[config.mk]
export PLATFORM = sky130hd
export DESIGN_NAME = red_peak_detector
export DESIGN_NICKNAME = d
export VERILOG_FILES = /design/src/rtl/red_peak_detector.sv
export SDC_FILE = /design/constraint.sdc
export NUM_CORES = 1
export LEC_CHECK = 0
export ABC_AREA = 1
export CORE_MARGIN = 10
export CORE_UTILIZATION = 62
export DETAILED_ROUTE_END_ITERATION = 12
export PLACE_DENSITY = 0.89
export SYNTH_ARGS = -nofsm -noshare
export SYNTH_HDL_FRONTEND = slang
export SYNTH_SLANG_ARGS = --single-unit
export TNS_END_PERCENT = 20
[constraint.sdc]
create_clock -name CLK_Filter -period 5.3 [get_ports CLK_Filter]
set_input_delay 0.795 -clock CLK_Filter [delete_from_list [all_inputs] [get_ports CLK_Filter]]
set_output_delay 0.795 -clock CLK_Filter [all_outputs]
set_load 0.02 [all_outputs]
[src/rtl/red_peak_detector.sv]
// Pulse peak detector on the filtered RED stream: hysteresis trough/peak tracking,
// refractory hold-off and no-beat timeout; reports peak amplitude and beat period.
module red_peak_detector #(
  parameter int unsigned DATA_W  = 20,
  parameter int unsigned CNT_W   = 16,
  parameter int unsigned HYST    = 2048,
  parameter int unsigned REFRACT = 200,
  parameter int unsigned TIMEOUT = 4000,
  parameter int unsigned WARMUP  = 26
) (
  input  logic              CLK_Filter,
  input  logic              rst,
  input  logic              In_Valid,
  input  logic [DATA_W-1:0] In_RED_Filtered,
  output logic              Peak_Pulse,
  output logic [DATA_W-1:0] Peak_Amplitude,
  output logic [CNT_W-1:0]  Beat_Period,
  output logic              Period_Valid,
  output logic              No_Beat
);

  localparam int unsigned EXT_W = DATA_W + 1;
  localparam int unsigned CP1_W = CNT_W + 1;

  typedef enum logic [1:0] {
    ST_WARMUP   = 2'd0,
    ST_SEEK_MIN = 2'd1,
    ST_RISING   = 2'd2,
    ST_REFRACT  = 2'd3
  } state_e;

  state_e              state_q,    state_d;
  logic [CNT_W-1:0]    warm_cnt_q, warm_cnt_d;
  logic [CNT_W-1:0]    since_q,    since_d;
  logic [CNT_W-1:0]    refr_q,     refr_d;
  logic [DATA_W-1:0]   trough_q,   trough_d;
  logic [DATA_W-1:0]   peak_q,     peak_d;
  logic                has_prev_q, has_prev_d;
  logic                pulse_q,    pulse_d;
  logic [DATA_W-1:0]   amp_q,      amp_d;
  logic [CNT_W-1:0]    period_q,   period_d;
  logic                pvalid_q,   pvalid_d;
  logic                no_beat_q,  no_beat_d;

  // Datapath helpers; sums/differences one bit wider so full-scale samples never wrap
  logic [EXT_W-1:0]  x_ext;
  logic [EXT_W-1:0]  trough_hyst;
  logic [DATA_W-1:0] peak_max;
  logic [DATA_W-1:0] trough_min;
  logic [EXT_W-1:0]  drop;
  logic [CNT_W-1:0]  since_inc;
  logic              timeout_hit;
  logic              warm_last;
  logic              refr_last;

  always_comb begin
    x_ext       = EXT_W'(In_RED_Filtered);
    trough_hyst = EXT_W'(trough_q) + EXT_W'(HYST);
    peak_max    = (In_RED_Filtered > peak_q) ? In_RED_Filtered : peak_q;
    trough_min  = (In_RED_Filtered < trough_q) ? In_RED_Filtered : trough_q;
    drop        = EXT_W'(peak_max) - x_ext;
    since_inc   = (since_q == {CNT_W{1'b1}}) ? since_q : since_q + CNT_W'(1);
    timeout_hit = (CP1_W'(since_q) + CP1_W'(1)) >= CP1_W'(TIMEOUT);
    warm_last   = (warm_cnt_q == CNT_W'(WARMUP - 1));
    refr_last   = (refr_q == CNT_W'(REFRACT - 1));
  end

  // Next-state and output decode; everything holds on invalid samples
  always_comb begin
    state_d    = state_q;
    warm_cnt_d = warm_cnt_q;
    since_d    = since_q;
    refr_d     = refr_q;
    trough_d   = trough_q;
    peak_d     = peak_q;
    has_prev_d = has_prev_q;
    pulse_d    = 1'b0;
    amp_d      = amp_q;
    period_d   = period_q;
    pvalid_d   = 1'b0;
    no_beat_d  = no_beat_q;

    if (In_Valid) begin
      unique case (state_q)
        ST_WARMUP: begin
          if (warm_last) begin
            state_d  = ST_SEEK_MIN;
            trough_d = In_RED_Filtered;
            since_d  = '0;
          end else begin
            warm_cnt_d = warm_cnt_q + CNT_W'(1);
          end
        end
        ST_SEEK_MIN, ST_RISING: begin
          since_d = since_inc;
          if (timeout_hit) begin
            // Timeout wins over a same-sample confirmation
            no_beat_d  = 1'b1;
            has_prev_d = 1'b0;
            since_d    = '0;
            trough_d   = In_RED_Filtered;
            state_d    = ST_SEEK_MIN;
          end else if (state_q == ST_SEEK_MIN) begin
            trough_d = trough_min;
            if (x_ext >= trough_hyst) begin
              state_d = ST_RISING;
              peak_d  = In_RED_Filtered;
            end
          end else begin
            peak_d = peak_max;
            if (drop >= EXT_W'(HYST)) begin
              pulse_d   = 1'b1;
              amp_d     = peak_q - trough_q;
              no_beat_d = 1'b0;
              if (has_prev_q) begin
                period_d = since_inc;
                pvalid_d = 1'b1;
              end
              has_prev_d = 1'b1;
              since_d    = '0;
              refr_d     = '0;
              trough_d   = In_RED_Filtered;
              state_d    = ST_REFRACT;
            end
          end
        end
        ST_REFRACT: begin
          since_d  = since_inc;
          trough_d = trough_min;
          refr_d   = refr_q + CNT_W'(1);
          if (refr_last) state_d = ST_SEEK_MIN;
        end
        default: state_d = ST_WARMUP;
      endcase
    end
  end

  always_ff @(posedge CLK_Filter or posedge rst) begin
    if (rst) begin
      state_q    <= ST_WARMUP;
      warm_cnt_q <= '0;
      since_q    <= '0;
      refr_q     <= '0;
      trough_q   <= '0;
      peak_q     <= '0;
      has_prev_q <= 1'b0;
      pulse_q    <= 1'b0;
      amp_q      <= '0;
      period_q   <= '0;
      pvalid_q   <= 1'b0;
      no_beat_q  <= 1'b0;
    end else begin
      state_q    <= state_d;
      warm_cnt_q <= warm_cnt_d;
      since_q    <= since_d;
      refr_q     <= refr_d;
      trough_q   <= trough_d;
      peak_q     <= peak_d;
      has_prev_q <= has_prev_d;
      pulse_q    <= pulse_d;
      amp_q      <= amp_d;
      period_q   <= period_d;
      pvalid_q   <= pvalid_d;
      no_beat_q  <= no_beat_d;
    end
  end

  assign Peak_Pulse     = pulse_q;
  assign Peak_Amplitude = amp_q;
  assign Beat_Period    = period_q;
  assign Period_Valid   = pvalid_q;
  assign No_Beat        = no_beat_q;

endmodule
==> summary by stage <==
Route
The sum of routed wire length over all layers is 35200 um. The detailed-router iteration count before antenna repair is 6. In the final routed layout, each cell accounts on average for 16.4 um. Summing over every cut layer, the via total after detailed routing is 12608.

The detailed router finished its first iteration with approximately 1500 violations. The detail-routed via count per cell is around 5.9. In this run the remaining antenna-violating nets after routing total 0.

The DRC violation count after routing is 0.

Worst setup path
The launch point of the worst reg-to-reg path is peak_q[19]. The cell seen most often among critical-path stages is sky130_fd_sc_hd__nand2_1. The number of cells on the worst reg-to-reg path is 25. The critical path crosses 25 cells after its start point.

The worst flop-to-flop path endpoint is Peak_Amplitude[2]. The critical path contains buffers and inverters numbering 4 combined. On the critical path, the stage with the largest delay is an instance of sky130_fd_sc_hd__clkdlybuf4s50_1. In this design, the stage delay of the slowest critical-path cell is 0.46 ns.

The critical path start-end classification is in -> reg. STA classifies the critical path startpoint as an input pin. The sort of element at the end of the critical path is a flip-flop.

The arrival time of the worst setup path is 5.41 ns. Along the worst path, the maximum fanout reaches 21. Among cell families on the critical path, the largest total delay comes from simple AND/OR/NAND/NOR gates.

The required time at the worst-slack endpoint is 5.67 ns. In this run the register-to-register setup slack is 0.60 ns.

Logic synthesis
The portion of the post-synthesis area used by sequential elements is between 20% and 30%. The largest family of logic cells by synthesized area is simple AND/OR/NAND/NOR gates. The number of synthesized register bits is 130.

The dominant synthesized flop cell is sky130_fd_sc_hd__dfrtp_1. The area fraction in compound gates after synthesis is a little over a tenth. After Yosys synthesis, and, or, nand and nor cells account for 38.1% of the synthesized area.

The fraction of registers with async set or reset after synthesis is 100%. The post-synthesis mux area share is 0%. The count of synthesis-stage warnings from yosys is 0. Summing the areas of all fa, ha and maj instances in the mapped netlist gives a little over a tenth of the synthesized area. Of the total synthesized cell area, the portion taken by XOR and XNOR cells is just under 4%.

In this run the cell area of the synthesized design comes to 11800 sq um. The cell count after synthesis is between 1500 and 2000. The net count after synthesis is 1902. Counting flops with a built-in enable in the synthesized netlist gives 0.

The mean instance size in the synthesized netlist is 6.60 sq um. After synthesis, the netlist uses 50 different library cells.

Run
The tool flagged a number of max-cap violations equal to 0.

Pwr
In this run the power density over the cells is 228 nW/um^2. Sequential cells burn 34.5% of the power. The internal power component is 2.11 mW.

The net switching power of the design is 1.05 mW. For this design the static power due to leakage is 7.25 nW. The combinational group share of total power is 24.1%. The power consumption is 3.16 mW.

The switching power as a share of total power is 33.3%. The part of the power in the clock network is 41.4%. IR analysis of the VDD net gives a maximum drop of 0.171 mV.

Clock tree
In this run the number of H-tree levels came out at 4. The tree is rooted in a sky130_fd_sc_hd__clkbuf_16. CTS saw 130 sinks. TritonCTS built the clock tree.

The largest buffer count on any clock path is 2. After clock tree synthesis, the clock-pin slew on the worst setup and hold paths is 0.07 ns. The number of buffers created by CTS is 17. Clock latency on the worst-skew pair, taken at its later pin, is 0.45 ns. Buffers inserted to repair hold after CTS numbered 0.

Worst hold path
The worst hold path was traced through 2 stages. In this run the most critical hold path is launched from Beat_Period[12]. The path class of the tightest hold or removal check is reg -> reg. The end point of the worst hold path is Beat_Period[12].

Floorplanning
The starting density of the core is 62.9%. The overall die area is 24900 sq um. The die is 158 um wide. In this run the standard cell core region covers 18700 sq um. Pin placement for this block handled 62 I/O pins. The floorplan step set the die height to 158 um. The site row count is 50.

Cells and area
The number of diodes is 0. The finished cells cover about 14000 sq um. The filler cell count in the final layout is 1454. The net total in the final layout is 2018. Compared with the post-synthesis result, the final layout area differs by 18.0%.

In the final layout, the share of cells above drive strength 1 is 9.42%.

Placement
The quantity of I/O buffers inserted on ports is 61. Once placement finished, the instance area stood at roughly 13000 sq um. The worst setup timing slack at the placement stage is -0.140 ns. Once detailed placement completed, the half-perimeter wirelength came to 25600 um. Routability-driven placement finished with a final weighted congestion of 0.995.

Global route
The first global-routing pass estimated 57800 um of wire. The total overflow reported by the global router is 0. The all-layer global routing usage is 28.5%. The initial antenna violation count is 0. The number of global-route vias before repair was approximately 12000.

The largest net degree at the start of global routing is 103.

Timing
At the pin with the least slew margin, the transition time is 1.29 ns. The setup skew after layout is 0.0136 ns. The number of max-slew violations in the final report is 0. In the post-route analysis, the smallest setup slack over all paths is 0.262 ns. Static timing analysis puts the maximum clock frequency at 0.199 GHz. After layout, the worst path uses around 95% of the clock period. The final hold violation count is 0. The minimum period implied by the final worst setup slack is just over 5 ns.

The worst hold slack is about 0.46 ns. The count of endpoints failing setup in the final report is 0. The relative slew slack is 13.9%.

Outcome
The flow ran to the end, and the final reports show no timing, DRC or antenna violations.
## logic make-up after synthesis
logic type / Yosys count
AO/OA/AOI/OAI: 211
flip-flops: 130
AND/OR/NAND/NOR: 1017
adder cells (fa/ha/maj): 98
XOR/XNOR: 53
buffers and inverters: 272
## routing by layer
metal / wire length, um / global-route usage [%]
met1: 14600 / 37.2
met2: 15800 / 45.2
met3: 3630 / 5.40
met4: 1200 / 12.2
met5: 0 / 0
## power by group through the flow
stage	Clock, mW	Combinational (mW)	Sequential (mW)
final	1.31	0.762	1.09
after global routing	1.36	0.857	1.09
after CTS	1.31	0.738	1.09
after detailed placement	0	0.725	1.10
after global placement	0	0.708	1.10
after floorplan	0	0.473	1.09
## sequential cells by signal, summed over array words and instances, names as in the netlist
name	cells
Beat_Period	16
Peak_Pulse	1
Peak_Amplitude	20
peak_q	20
Period_Valid	1
warm_cnt_q	16
refr_q	16
state_q	2
trough_q	20
since_q	16
has_prev_q	1
No_Beat	1
## tightest hold or removal path, cell delays in order, from the launching register on
cell and delay (ns):
sky130_fd_sc_hd__dfrtp_1 0.34, sky130_fd_sc_hd__nand2_1 0.05, sky130_fd_sc_hd__inv_1 0.04
## synth_stat cells, types with 11 or more instances
master	number	area share, %
sky130_fd_sc_hd__dfrtp_1	130	28
sky130_fd_sc_hd__nand4_1	38	2.0
sky130_fd_sc_hd__a21oi_1	64	2.7
sky130_fd_sc_hd__xor2_1	38	2.8
sky130_fd_sc_hd__nor2_1	125	4.0
sky130_fd_sc_hd__o21ai_0	60	2.6
sky130_fd_sc_hd__nand3b_1	22	1.4
sky130_fd_sc_hd__or2_2	17	0.90
sky130_fd_sc_hd__o21a_1	20	1.3
sky130_fd_sc_hd__nor3_1	17	0.72
sky130_fd_sc_hd__buf_2	14	0.60
sky130_fd_sc_hd__ha_1	97	10
sky130_fd_sc_hd__nor4_1	11	0.59
sky130_fd_sc_hd__nand3_1	157	6.7
sky130_fd_sc_hd__clkbuf_1	26	0.83
sky130_fd_sc_hd__xnor2_1	15	1.1
sky130_fd_sc_hd__nand2_1	594	19
sky130_fd_sc_hd__inv_1	217	6.9
sky130_fd_sc_hd__o21ai_1	12	0.51
sky130_fd_sc_hd__o211ai_1	31	2.0
## worst max-delay path by stage
stage,startpoint,to,slack (ns)
finish,In_RED_Filtered[15],Peak_Amplitude[2],0.26
global route,In_RED_Filtered[15],state_q[0],-0.05
CTS,In_RED_Filtered[17],Peak_Amplitude[2],0.26
detailed placement,In_RED_Filtered[17],Peak_Amplitude[2],-0.14
global placement,In_RED_Filtered[17],Peak_Amplitude[2],0.04
floorplan,In_RED_Filtered[13],trough_q[0],0.90
## stage by stage
| stage | instances | util, % | setup TNS (ns) |
|---|---|---|---|
| CTS | 2143 | 73.8 | 0 |
| finish | 2144 | 74.2 | 0 |
| global route | 2144 | 74.2 | -0.272 |
| floorplan | 1781 | - | 0 |
| detailed placement | 2111 | 70.4 | -3.37 |
| global placement | 2111 | 70.4 | 0 |
## layout make-up
cell class              instances  area, sq um  area share, %
flip-flops and latches        130         3250           23.4
well taps                     234          293           2.11
multi-input cells            1379         7490           54.0
repair buffers                149         1370           9.88
clock buffers                  17          425           3.07
inverters                     220          831           5.99
clock inverters                15          216           1.56
## placed cells by master (no fill, tap or decap), types with 60 or more instances in the layout
master                            count
sky130_fd_sc_hd__nor2_1             121
sky130_fd_sc_hd__nand3_1            156
sky130_fd_sc_hd__dfrtp_1            130
sky130_fd_sc_hd__buf_4               80
sky130_fd_sc_hd__nand2_1            591
sky130_fd_sc_hd__clkdlybuf4s50_1     61
sky130_fd_sc_hd__a21oi_1             63
sky130_fd_sc_hd__inv_1              216
sky130_fd_sc_hd__o21ai_0             60
sky130_fd_sc_hd__ha_1                94
## what timing repair did
| action | in CTS | in global routing |
|---|---|---|
| gates resized for setup | 0 | 14 |
| setup buffers | 0 | 1 |
| setup endpoints to repair | 0 | 84 |
Power figures use the tool's default switching activity.
